--- config.mk ---
export PLATFORM = sky130hd
export DESIGN_NAME = operand_issue
export DESIGN_NICKNAME = d
export VERILOG_FILES = /design/src/rtl/cpu_pkg.sv /design/src/rtl/reg_scoreboard.sv /design/src/rtl/operand_issue.sv
export SDC_FILE = /design/constraint.sdc
export NUM_CORES = 1
export LEC_CHECK = 0
export BUFFER_PORTS_ARGS = -buffer_cell sky130_fd_sc_hd__buf_2
export CAP_MARGIN = 20
export CORE_MARGIN = 1
export CORE_UTILIZATION = 47
export DETAILED_ROUTE_END_ITERATION = 16
export GPL_ROUTABILITY_DRIVEN = 0
export PLACE_DENSITY_LB_ADDON = 0.2
export SLEW_MARGIN = 20
export SYNTH_ARGS = -nofsm -noshare
export SYNTH_HDL_FRONTEND = slang
export SYNTH_SLANG_ARGS = --single-unit
--- constraint.sdc ---
create_clock -name clock -period 3.05 [get_ports clock]
set_clock_uncertainty 0.2 [all_clocks]
set_input_delay 0.61 -clock clock [delete_from_list [all_inputs] [get_ports clock]]
set_output_delay 0.61 -clock clock [all_outputs]
set_load 0.05 [all_outputs]
--- src/rtl/cpu_pkg.sv ---
// Shared CPU constants and register-index helpers used by the issue stage.
package cpu_pkg;

  localparam int unsigned XLEN       = 32;
  localparam int unsigned REG_ADDR_W = 5;
  localparam int unsigned NUM_REGS   = 32;

  typedef logic [REG_ADDR_W-1:0] reg_idx_t;
  typedef logic [NUM_REGS-1:0]   reg_mask_t;

  localparam reg_idx_t REG_ZERO = 5'd0;

  function automatic reg_mask_t onehot(input reg_idx_t idx);
    onehot      = '0;
    onehot[idx] = 1'b1;
  endfunction

endpackage

--- src/rtl/reg_scoreboard.sv ---
// Outstanding-destination scoreboard: one busy bit per architectural register.
module reg_scoreboard
  import cpu_pkg::*;
(
  input  logic     clock,
  input  logic     reset,
  input  logic     clr_en,
  input  reg_idx_t clr_idx,
  input  logic     set_en,
  input  reg_idx_t set_idx,
  input  logic     kill_en,
  input  reg_idx_t kill_idx,
  input  reg_idx_t look_rs,
  input  reg_idx_t look_ra,
  input  reg_idx_t look_rd,
  output logic     hit_rs,
  output logic     hit_ra,
  output logic     hit_rd
);

  reg_mask_t busy;
  reg_mask_t clr_vec;
  reg_mask_t set_vec;
  reg_mask_t kill_vec;
  reg_mask_t busy_eff;

  always_comb begin
    clr_vec  = (clr_en  && clr_idx  != REG_ZERO) ? onehot(clr_idx)  : '0;
    set_vec  = (set_en  && set_idx  != REG_ZERO) ? onehot(set_idx)  : '0;
    kill_vec = (kill_en && kill_idx != REG_ZERO) ? onehot(kill_idx) : '0;
    busy_eff = busy & ~clr_vec;
    hit_rs   = (look_rs != REG_ZERO) && busy_eff[look_rs];
    hit_ra   = (look_ra != REG_ZERO) && busy_eff[look_ra];
    hit_rd   = (look_rd != REG_ZERO) && busy_eff[look_rd];
  end

  // Set is OR-ed after the clear so a new writer beats the retiring older one;
  // a flush kill is applied last and overrides both.
  always_ff @(posedge clock) begin
    if (reset) begin
      busy <= '0;
    end else begin
      busy <= ((busy & ~clr_vec) | set_vec) & ~kill_vec;
    end
  end

endmodule

--- src/rtl/operand_issue.sv ---
// Issue stage: resolves operands from the register bank with r0 and writeback
// bypass, stalls on scoreboard hazards, and registers the result for execute.
module operand_issue #(
  parameter int unsigned XLEN   = cpu_pkg::XLEN,
  parameter int unsigned CTRL_W = 16
) (
  input  logic                          clock,
  input  logic                          reset,
  input  logic                          in_valid,
  output logic                          in_ready,
  input  logic [cpu_pkg::REG_ADDR_W-1:0] in_rs,
  input  logic [cpu_pkg::REG_ADDR_W-1:0] in_ra,
  input  logic [cpu_pkg::REG_ADDR_W-1:0] in_rd,
  input  logic                          in_writes_rd,
  input  logic [CTRL_W-1:0]             in_ctrl,
  input  logic [XLEN-1:0]               in_pc,
  output logic [cpu_pkg::REG_ADDR_W-1:0] rf_rs,
  output logic [cpu_pkg::REG_ADDR_W-1:0] rf_ra,
  input  logic [XLEN-1:0]               rf_rs_val,
  input  logic [XLEN-1:0]               rf_ra_val,
  input  logic                          wb_we,
  input  logic [cpu_pkg::REG_ADDR_W-1:0] wb_ain,
  input  logic [XLEN-1:0]               wb_din,
  input  logic                          flush,
  output logic                          out_valid,
  input  logic                          out_ready,
  output logic [XLEN-1:0]               out_rs_val,
  output logic [XLEN-1:0]               out_ra_val,
  output logic [cpu_pkg::REG_ADDR_W-1:0] out_rd,
  output logic                          out_writes_rd,
  output logic [CTRL_W-1:0]             out_ctrl,
  output logic [XLEN-1:0]               out_pc
);

  logic [XLEN-1:0] rs_val;
  logic [XLEN-1:0] ra_val;
  logic            hit_rs;
  logic            hit_ra;
  logic            hit_rd;
  logic            hazard;
  logic            accept;
  logic            set_en;
  logic            kill_en;

  assign rf_rs = in_rs;
  assign rf_ra = in_ra;

  // The bank's write port is sequential, so a same-cycle writeback must be
  // forwarded here; r0 takes priority over the bypass.
  always_comb begin
    rs_val = rf_rs_val;
    ra_val = rf_ra_val;
    if (in_rs == cpu_pkg::REG_ZERO)   rs_val = '0;
    else if (wb_we && wb_ain == in_rs) rs_val = wb_din;
    if (in_ra == cpu_pkg::REG_ZERO)   ra_val = '0;
    else if (wb_we && wb_ain == in_ra) ra_val = wb_din;
  end

  always_comb begin
    hazard   = in_valid && (hit_rs || hit_ra || (in_writes_rd && hit_rd));
    in_ready = !hazard && !flush && (!out_valid || out_ready);
    accept   = in_valid && in_ready;
    set_en   = accept && in_writes_rd;
    kill_en  = flush && out_valid && out_writes_rd;
  end

  reg_scoreboard u_sb (
    .clock    (clock),
    .reset    (reset),
    .clr_en   (wb_we),
    .clr_idx  (wb_ain),
    .set_en   (set_en),
    .set_idx  (in_rd),
    .kill_en  (kill_en),
    .kill_idx (out_rd),
    .look_rs  (in_rs),
    .look_ra  (in_ra),
    .look_rd  (in_rd),
    .hit_rs   (hit_rs),
    .hit_ra   (hit_ra),
    .hit_rd   (hit_rd)
  );

  always_ff @(posedge clock) begin
    if (reset) begin
      out_valid     <= 1'b0;
      out_rs_val    <= '0;
      out_ra_val    <= '0;
      out_rd        <= '0;
      out_writes_rd <= 1'b0;
      out_ctrl      <= '0;
      out_pc        <= '0;
    end else if (accept) begin
      out_valid     <= 1'b1;
      out_rs_val    <= rs_val;
      out_ra_val    <= ra_val;
      out_rd        <= in_rd;
      out_writes_rd <= in_writes_rd;
      out_ctrl      <= in_ctrl;
      out_pc        <= in_pc;
    end else if (flush || out_ready) begin
      out_valid     <= 1'b0;
    end
  end

endmodule

-- After elaboration in Yosys (flattened, before gate mapping)
Cells that the tools add are included.
- bitwise operators: 5
- magnitude comparators: 8
- reduce and logical (&&, ||, !) cells: 34
- multiply operators: 0
- shift-type cells: 0
- div/mod/pow operators: 0
- add/subtract/negate cells: 0
- muxes and demuxes: 21
- equality and inequality tests: 2
- operator list (operator ; number):
    32-bit 2-to-1 mux ; 7
    32-bit bitwise AND ; 2
    32-bit NOT ; 2
    32-bit bitwise OR ; 1
    5-bit by 6-bit less-than comparator with 1-bit output (second input constant) ; 5
    5-bit nonzero test ; 5
    1-bit logical AND ; 19
    1-bit binary-select mux with 5-bit select ; 3
    1-bit demux with 5-bit select ; 3
    5-bit by 1-bit >= comparator with 1-bit output (second input constant) ; 3
    5-bit == test ; 2
    5-bit zero test ; 2
    1-bit 2-to-1 mux ; 8
    1-bit logical OR ; 4
    1-bit zero test ; 3
    2-bit nonzero test ; 1
- logic and storage cells: 78
- input bits: 171
- bits in writable memories: 0
- output and inout port bits: 130
- ROM bits: 0
- latch bits: 0
- flip-flop bits (word level): 151
- memories: 0

-- Longest topological paths before layout
Gate-level depths: netlist of the first run.
- word-level depth: 22
- gate-level depth with buffers: 13
- mapped depth without buffers: 8

-- Cells and area by module
From an unflattened synthesis of the first run, not the netlist that was laid out.
- cell total of the unflattened synthesis: 1091
- area, all modules: 8471.9 µm²
- modules (own cells, without submodules) (module ; cells each ; area each (µm²) ; seq. area each (µm²) ; instances):
    operand_issue ; 739 ; 5670.4 ; 2382.3 ; 1
    reg_scoreboard ; 352 ; 2801.4 ; 620.6 ; 1

-- Worst setup path after synthesis of the first run
Ideal clock, no wire load.
- kind: input -> output
- from: input port wb_ain[3] (netlist bit)
- to: output port in_ready
- arrival: 3469 ps
- stages: 9
- path buffers: 1
- setup slack: -1229 ps
- required time: 2240 ps
- cell sequence: buf_2 -> or4b_4 -> o21ai_1 -> mux4_1 -> o21ai_1 -> nor4b_2 -> a31oi_4 -> nand2_1 -> a21boi_0
- word-level cells in the longest chain between the ends: 16
- elaborated cells between the ends (all ways): 26
- classes of those cells: 2 x order compare; 9 x mux; 2 x bitwise; 13 x reduce/logical
- RTL lines (item ; line ; source):
    from (decl) ; operand_issue.sv:22 ; input logic [cpu_pkg::REG_ADDR_W-1:0] wb_ain,
    5-bit by 6-bit less-than comparator with 1-bit output (implied by the code) or 5-bit by 1-bit >= comparator with 1-bit output (tied branches) ; cpu_pkg.sv:15 ; onehot[idx] = 1'b1;
    1-bit logical AND (implied by the code) ; cpu_pkg.sv:15 ;
    1-bit 2-to-1 mux (implied by the code) ; cpu_pkg.sv:15 ;
    1-bit demux with 5-bit select ; - ;
    32-bit 2-to-1 mux (*) ; reg_scoreboard.sv:28 ; clr_vec = (clr_en && clr_idx != REG_ZERO) ? onehot(clr_idx) : '0;
    32-bit NOT (*) ; reg_scoreboard.sv:31 ; busy_eff = busy & ~clr_vec;
    32-bit bitwise AND (*) ; reg_scoreboard.sv:31 ;
    1-bit binary-select mux with 5-bit select (on tied branches) ; reg_scoreboard.sv:32, reg_scoreboard.sv:33, reg_scoreboard.sv:34 ;
    1-bit 2-to-1 mux (on tied branches) ; reg_scoreboard.sv:32, reg_scoreboard.sv:33, reg_scoreboard.sv:34 ;
    1-bit logical AND (on tied branches) ; reg_scoreboard.sv:32, reg_scoreboard.sv:33, reg_scoreboard.sv:34 ;
    1-bit logical OR or 1-bit logical AND (tied branches) ; operand_issue.sv:60 ; hazard = in_valid && (hit_rs || hit_ra || (in_writes_rd && hit_rd));
    1-bit logical OR (*) ; operand_issue.sv:60 ;
    1-bit logical AND (*) ; operand_issue.sv:60 ;
    1-bit zero test (*) ; operand_issue.sv:61 ; in_ready = !hazard && !flush && (!out_valid || out_ready);
    1-bit logical AND (*) (2 in a row) ; operand_issue.sv:61 ;
    to (decl) ; operand_issue.sv:10 ; output logic in_ready,
Every way passes the cells marked *; elsewhere a longest branch is shown, timed or not. The select of a mux whose other input is x is not followed.

-- Worst setup path after layout of the first run
- from: input port wb_ain[2] (netlist bit)
- to: output port in_ready
The elaborated chain is that of the path after synthesis.

==> metrics.txt, run 1 <==
outcome finished with violations; failing checks setup timing; worst vdd ir 360 uV; Min-Delay Path Class input pin to flop; GRT overflow 0; Max-Slew Margin vs Limit a little over half; gr busiest metal met2; Power Total 0.00545 W; leakage 5.51 nW; initial antenna violation count 2; Synth async-reset ratio 0%; critical path class input pin to output pin; Routed Wire Length ~30000 microns; maximum capacitance violations 0; Starting DRT DRC Count 618; worst skew pair latency between 0.4 and 0.5 ns; pin count of the biggest net entering global routing 148; # placed instances 1628; final worst slack -0.395 ns; Post-Syn Area per Cell 8.92 sq um; CP Max Fanout 10; final period utilization 113%; syn_nets 1188; deepest clock path buffer count 2; CP endpoint kind output pin; required time of the critical path 2.24 ns; Final Non-Filler Cells 1662; first-pass GRT wire length around 46000 microns; fin. max-slew vios 0; clock transition at the registers of the reported paths 0.07 ns; vias approximately 9100; layout cells sized above 1 40.9%; register area share after synthesis 33.3%; fin nets 1558; TritonCTS Buffers 17; Initial Utilization between 40% and 50%; via/cell ratio 5.46; Die X 141 microns; Primary FF master, synth dfxtp_1; std cell rows 50; Slew @ Worst Pin 0.685 ns; met1 Use GR 34.6%; # Post-CTS Setup Buffers 0; DIE AREA 19900 sq um; DRC violations left 0; post-route ant nets 0; die height 141 microns; worst hold start in_pc[19]; CP Data Arrival Time 2.63 ns; Synth Warn # 0; TritonCTS clock tree done; CP Launch Point wb_ain[2]; Power Density 438 nW/um^2; Top Ports 301; pre-CTS setup slack -0.500 ns; EDFF count, synth 0; clk root buf clkbuf_16; # port buffers 300; hpwl dp about 23000 microns; GRT Util Overall 29.7%; final hold viol count 0; flops & latches, synth 151; DR WL/cell 17.8 microns; post-synth design cell area 9070 sq um; r2r startpoint u_sb.busy[7]; RSZ-0062 raised after global routing yes; drt pass-1 iters 5; vias in the first global route 8788; library cells used by synthesis 67; met2 usage around 51%; M3 GR Usage about 6.5%; CORE AREA 18800 sq um; final setup TNS -0.395 ns; Layout area overhead 37.2%; Setup-failing EPs final 1; critical path launch point type input pin; Clock Sinks 151; fmax 0.290 GHz; Syn Inst Count 1017; Final Util 66.1%; htree depth 4; min Tclk post-route 3.44 ns
## layout by cell type, fill, tap and decap left out, types with 11 or more instances in the layout
master,count
a2111oi_0,11
a211oi_1,12
a21o_1,12
a21oi_1,23
buf_12,15
buf_2,298
buf_4,129
clkbuf_16,17
dfxtp_1,151
inv_1,11
mux2_2,64
mux2i_1,124
nand2_1,16
nand2b_1,115
nand3_1,15
nand4_1,12
nor2_1,100
nor2b_1,73
nor3_1,13
o211ai_1,15
o21ai_0,26
o21ai_1,12
## per-layer routing
metal  share of wire [%]  vias up
met1                  39     4231
met4                 3.8        0
met3                 7.2       91
li1                    -     4344
met2                  50      405
met5                   0        -
## synth_stat cells (all sizes together), types with 6 or more instances
library cell  instances  share of area, %
dfxtp               151                33
mux2i               124                14
nand2b              117               8.1
nor2                100               4.1
nor2b                73               5.0
mux2                 69               8.8
clkbuf               47               2.0
buf                  45               3.1
o21ai                42               2.3
a21oi                23               1.3
nand2                18              0.74
nand3                17               1.1
o211ai               15               1.2
nor3                 13              0.72
a2111oi              12               1.2
a211oi               12              0.99
a21o                 12              0.99
nand4                12              0.83
inv                  11              0.46
xor2                  8              0.77
a221o                 7              0.77
a22oi                 6              0.50
nor3b                 6              0.50
o2111ai               6              0.58
## cell type report
cell class                      instances  area [sq um]
Fill cell                            1565          6390
Multi-Input combinational cell        763          5650
Timing Repair Buffer                  443          2770
Antenna cell                            2          5.00
Clock buffer                           17           425
Clock inverter                         15           208
Sequential cell                       151          3020
Tap cell                              260           325
Inverter                               11          41.3
## worst max-delay path, stage by stage
cell	delay, ns
buf_2	0.15
nand4bb_2	0.36
o21ai_2	0.26
a22oi_1	0.12
a311oi_1	0.38
a311oi_2	0.11
a31oi_4	0.19
nand2_2	0.11
a21boi_4	0.15
buf_6	0.17
## where the power goes
| part | internal [W] | total (W) | switching (W) |
|---|---|---|---|
| clock network | 0.00132 | 0.00227 | 0.000941 |
| registers | 0.00204 | 0.00207 | 0.0000343 |
| logic | 0.000438 | 0.00112 | 0.000678 |
## cell families (layout without fill, tap and decap cells)
group	count (synthesis)	count (layout)	share of synthesized area, %
AND/OR/NAND/NOR	384	384	23.6
multiplexers	195	195	23.0
AO/OA/AOI/OAI	174	174	13.6
flip-flops	151	151	33.3
buffers and inverters	103	486	5.50
XOR/XNOR	10	10	0.966
other	0	2	0
## path summary, 6_finish.rpt
path              cells after the start        endpoint  slack [ns]
setup / recovery                     10        in_ready       -0.39
hold / removal                        3      out_pc[19]        0.24
setup reg to reg                      9  out_rs_val[10]        0.34
hold reg to reg                       2     out_ctrl[8]        0.27
## flip-flops by register name, summed over array words and instances (netlist names)
name	cells
out_ra_val	32
u_sb.busy	32
out_rs_val	32
out_valid	1
out_pc	32
out_rd	5
out_writes_rd	1
out_ctrl	16
## stage by stage
stage	hold slack, ns	cell area [sq um]
6_report	0.235	12400
5_1_grt	0.236	12400
4_1_cts	0.222	12400
3_5_place_dp	0.260	11800
3_3_place_gp	0.255	11800
2_1_floorplan	0.239	9190
## timing repair
action	4_1_cts	5_1_grt
hold buffers	0	0
hold endpoints to repair	0	0
pin swaps	2	3
endpoints found under the setup margin	1	119
resized for setup	7	10
(Power assumes the default switching activity.)
==> inputs of run 2 (changes only) <==
--- a/config.mk
+++ b/config.mk
@@ -12,6 +12,7 @@
 export DETAILED_ROUTE_END_ITERATION = 16
 export GPL_ROUTABILITY_DRIVEN = 0
 export PLACE_DENSITY_LB_ADDON = 0.2
+export RECOVER_POWER = 50
 export SLEW_MARGIN = 20
 export SYNTH_ARGS = -nofsm -noshare
 export SYNTH_HDL_FRONTEND = slang
==> metrics.txt, run 2 (synthesis results as in run 1) <==
outcome finished with violations; failing checks setup timing; leakage slightly above 5 nW; part of the power in registers 38.1%; hpwl dp 22700 microns; # Post-CTS Setup Buffers 0; critical path launch point type input pin; worst hold stages 3; Slew @ Worst Pin between 1 and 1.5 ns; RSZ-0062 raised after global routing yes; clock power share 41.7%; Min-Delay Path Class input pin to flop; DIE AREA 19900 sq um; area of the multi-input gates 5650 sq um; pre-CTS setup slack -0.500 ns; final period utilization 113%; r2r endpoint out_rs_val[10]; fmax 0.291 GHz; maximum capacitance violations 0; worst reg2reg setup slack 0.33 ns; CTS hold repair buffers 0; Clock Sinks 151; Hold Slack 0.235 ns; crit path to in_ready; r2r startpoint u_sb.busy[7]; clock transition at the registers of the reported paths 0.07 ns; Fill cells ~1600; pin count of the biggest net entering global routing 148; Routed Wire Length 29500 microns; critical path class input pin to output pin; FF+latch area 3020 sq um; worst skew pair latency between 0.4 and 0.5 ns; CP Launch Point wb_ain[2]; Switching Share 30.5%; CP endpoint kind output pin; CORE AREA 18800 sq um; layout cells sized above 1 33.1%; vias in the first global route 8788; Cell Int Power ~0.0038 W; Final Util 65.3%; CP Max Fanout 10; Layout area overhead 35.6%; worst r2r path cells 9; Comb pwr share 20.2%; Starting DRT DRC Count 677; min Tclk post-route 3.44 ns; DR WL/cell 17.8 microns; die height between 100 and 150 microns; GRT overflow 0; Die X 141 microns; # port buffers 300; DRC violations left 0; Top Ports 301; required time of the critical path ~2.2 ns; worst vdd ir ~360 uV; switching power 0.00166 W; most common cell after layout, fill and taps aside buf_2; vias between 9000 and 10000; commonest non-fill, non-tap cells in the layout buf_2, dfxtp_1, buf_4, mux2i_1, nand2b_1; deepest clock path buffer count 2; initial antenna violation count 2; final worst slack -0.390 ns; fin nets about 1600; htree depth 4; clk root buf clkbuf_16; TritonCTS Buffers 17; final hold viol count 0; post-route ant nets 0; first-pass GRT wire length 46000 microns; Power Density 442 nW/um^2; drt pass-1 iters 6; Initial Utilization 48.2%; GRT Util Overall 29.7%; std cell rows 50; CP Data Arrival Time 2.63 ns; TritonCTS clock tree done; Max-Slew Margin vs Limit 20.0%; Setup-failing EPs final 1; Power Total 0.00544 W; fin. max-slew vios 0; via/cell ratio between 5 and 6
[run 2: cell count changes in the layout (fill, tap and decap cells not counted), sizes merged]
cell / delta
buf: -110
clkbuf: +110
[run 2: worst min-delay path by stage]
| stage | from | slack [ns] | end |
|---|---|---|---|
| finish | in_pc[19] | 0.23 | out_pc[19] |
| global route | in_pc[4] | 0.24 | out_pc[4] |
| CTS | in_pc[19] | 0.22 | out_pc[19] |
| detailed placement | out_ctrl[11] | 0.26 | out_ctrl[11] |
| global placement | out_pc[26] | 0.26 | out_pc[26] |
| floorplan | u_sb.busy[0] | 0.24 | u_sb.busy[0] |
[run 2: area by class of cell]
class | count | area share (%)
sequential | 151 | 24.6
multi-input combinational | 763 | 45.9
antenna | 2 | 0.0407
timing repair buffer | 443 | 21.3
clock buffer | 17 | 3.46
tap | 260 | 2.65
clock inverter | 15 | 1.69
inverter | 11 | 0.336
[run 2: routing by layer]
layer / routed length [microns] / GRT usage, %
met1: 11500 / 34.6
met2: 14600 / 51.4
met3: 2190 / 6.45
met4: 1180 / 14.9
met5: 0 / 0
[run 2: metrics by stage]
step                      setup TNS, ns  instances  area [sq um]
after CTS                        -0.401       1660         12400
after global placement           -50.99       1628         11800
final                            -0.390       1662         12300
after global routing              -1.02       1662         12300
after detailed placement         -48.63       1628         11800
after floorplan                   -8.39       1017          9190
[run 2: what timing repair did]
item | 4_1_cts | 5_1_grt
setup endpoints to repair | 1 | 119
pin swaps | 2 | 3
gates resized for setup | 7 | 10
[run 2: power groups by stage]
| stage | Clock, W | Combinational (W) | Sequential, W |
|---|---|---|---|
| after floorplan | 0 | 0.000496 | 0.00233 |
| after global placement | 0 | 0.00109 | 0.00211 |
| after global routing | 0.00238 | 0.00116 | 0.00208 |
| after detailed placement | 0 | 0.00110 | 0.00211 |
| final | 0.00227 | 0.00110 | 0.00207 |
| after CTS | 0.00230 | 0.00111 | 0.00207 |
[run 2: worst max-delay path, cell delays in order]
cell and delay (ns):
buf_2 0.15, nand4bb_2 0.37, o21ai_2 0.27, a22oi_1 0.12, a311oi_1 0.37, a311oi_2 0.11, a31oi_4 0.19, nand2_2 0.11
a21boi_4 0.15, buf_6 0.17
==> inputs of run 3 (changes only) <==
--- a/config.mk
+++ b/config.mk
@@ -7,7 +7,7 @@
 export LEC_CHECK = 0
 export BUFFER_PORTS_ARGS = -buffer_cell sky130_fd_sc_hd__buf_2
 export CAP_MARGIN = 20
-export CORE_MARGIN = 1
+export CORE_MARGIN = 2
 export CORE_UTILIZATION = 47
 export DETAILED_ROUTE_END_ITERATION = 16
 export GPL_ROUTABILITY_DRIVEN = 0
@@ -17,3 +17,4 @@
 export SYNTH_ARGS = -nofsm -noshare
 export SYNTH_HDL_FRONTEND = slang
 export SYNTH_SLANG_ARGS = --single-unit
+export TNS_END_PERCENT = 10
==> metrics.txt, run 3 (synthesis results as in run 1) <==
most common cell after layout, fill and taps aside buf_2; slowest stage cell, crit path or4b_4; CP Max Fanout 7; drt pass-1 iters 5; initial antenna violation count 0; Setup-failing EPs final about 140; Switching Share 31.3%; Clock Sinks 151; worst skew pair latency 0.43 ns; CP Buf/Inv Count 2; TritonCTS Buffers 17; CP Data Arrival Time around 2.6 ns; crit-path leading delay family simple AND/OR/NAND/NOR gates; clock transition at the registers of the reported paths 0.07 ns; via/cell ratio 5.53; Power Total 0.00535 W; final hold viol count 0; DRC violations left 0; required time of the critical path approximately 2.2 ns; CORE AREA 18800 sq um; std cell rows 50; GRT Util Overall 28.6%; final period utilization 111%; Fill cells 1544; fmax 0.295 GHz; clock power share 39.5%; TritonCTS clock tree done; Comb pwr share between 20% and 30%; DIE AREA 20400 sq um; htree depth 4; path length in cells of the critical path 10; Largest stage delay, worst path about 0.60 ns; clk root buf clkbuf_16; deepest clock path buffer count 2; highest routed layer met4; maximum capacitance violations 0; CP endpoint kind output pin; fin. max-slew vios 0; metal3 WL 2430 microns; failing checks setup timing; final worst slack -0.341 ns; met2 WL 15200 microns; worst hold stages 3; crit-path most repeated cell buf_8; Max-Slew Margin vs Limit 27.6%; layout cells sized above 1 roughly 38%; die height 143 microns; worst vdd ir 370 uV; pre-CTS setup slack -0.527 ns; worst r2r path cells 13; switching power 0.00168 W; pin count of the biggest net entering global routing 79; GRT overflow 0; Slew @ Worst Pin about 1.1 ns; r2r startpoint u_sb.busy[2]; worst reg2reg setup slack -0.09 ns; first-pass GRT wire length 46000 microns; Cell Int Power 0.00367 W; hpwl dp 22500 microns; worst hold start in_ctrl[3]; part of the power in registers roughly two fifths; Diodes inserted 0; min Tclk post-route 3.39 ns; leakage 5.35 nW; CP Cell Sequence buf_8 -> or4b_4 -> o21ai_4 -> mux4_2 -> o21ai_2 -> nor4b_4 -> a31oi_4 -> nand2_4 -> a21boi_4 -> buf_8; CP Launch Point wb_ain[3]; Starting DRT DRC Count 800; commonest non-fill, non-tap cells in the layout buf_2, dfxtp_1, buf_4, mux2i_1, nand2b_1; Min-Delay Path Class input pin to flop; Layout area overhead 39.4%; M1 wire length 11900 microns; DR WL/cell 18.3 microns; Top Ports between 300 and 400; outcome finished with violations; Initial Utilization 48.2%; Routed Wire Length 30700 microns; Power Density between 400 and 500 nW/um^2; # port buffers 300; critical path launch point type input pin; vias 9282; post-route ant nets 0; fin nets ~1600; RSZ-0062 raised after global routing yes; vias in the first global route 8809; critical path class input pin to output pin; Die X about 140 microns
[run 3: cell count changes in the layout (fill, tap and decap cells not counted), moves of 3 or more]
cell	previous run	this run
clkbuf_1	109	69
buf_8	0	3
o21ai_0	26	15
buf_2	189	224
o21ai_2	2	11
buf_6	1	13
buf_4	129	140
a221oi_1	5	0
buf_12	14	9
a221oi_2	0	5
[run 3: layout make-up]
class	instances	area (sq um)	area share, %
Multi-Input combinational cell	763	5820	46.0
Clock buffer	19	443	3.50
Clock inverter	13	133	1.05
Sequential cell	151	3020	23.9
Tap cell	260	325	2.57
Inverter	11	41.3	0.327
Timing Repair Buffer	461	2860	22.6
[run 3: layer usage]
layer	vias to the layer above	global-route usage (%)
met4	0	12.7
met3	85	8.15
li1	4388	-
met2	432	48.9
met1	4377	33.3
met5	-	0
[run 3: final timing paths]
| check | end |
|---|---|
| setup / recovery | in_ready |
| hold / removal | out_ctrl[3] |
| setup reg to reg | out_rs_val[14] |
| hold reg to reg | out_ctrl[10] |
[run 3: repair_timing]
action,in CTS,in global routing
endpoints found under the setup margin,8,129
hold buffers,0,0
pin swaps,2,13
resized for setup,8,84
gates cloned,0,2
buffers inserted,0,10
[run 3: power groups by stage]
| stage | registers [W] | clock network (W) | logic (W) |
|---|---|---|---|
| 5_1_grt | 0.00208 | 0.00222 | 0.00124 |
| 2_1_floorplan | 0.00233 | 0 | 0.000488 |
| 3_5_place_dp | 0.00211 | 0 | 0.00110 |
| 6_report | 0.00207 | 0.00211 | 0.00117 |
| 3_3_place_gp | 0.00211 | 0 | 0.00109 |
| 4_1_cts | 0.00207 | 0.00213 | 0.00111 |
[run 3: worst reg2reg max path: cells and delay by family (launching register included)]
family / cells / cell delay (ns)
mux: 2 / 0.83
flops: 1 / 0.43
simple gates: 2 / 0.46
compound gates: 3 / 0.31
buf+inv: 6 / 0.80
[run 3: per-stage QoR]
step	hold WS, ns	instance area (sq um)	TNS [ns]	cells	utilization [%]
3_5_place_dp	0.261	11700	-53.87	1635	62.3
2_1_floorplan	0.239	9140	-9.93	1017	-
5_1_grt	0.225	12600	-41.08	1678	67.1
6_report	0.232	12600	-28.15	1678	67.1
3_3_place_gp	0.254	11700	-55.17	1635	62.3
4_1_cts	0.225	12300	-0.367	1667	65.5
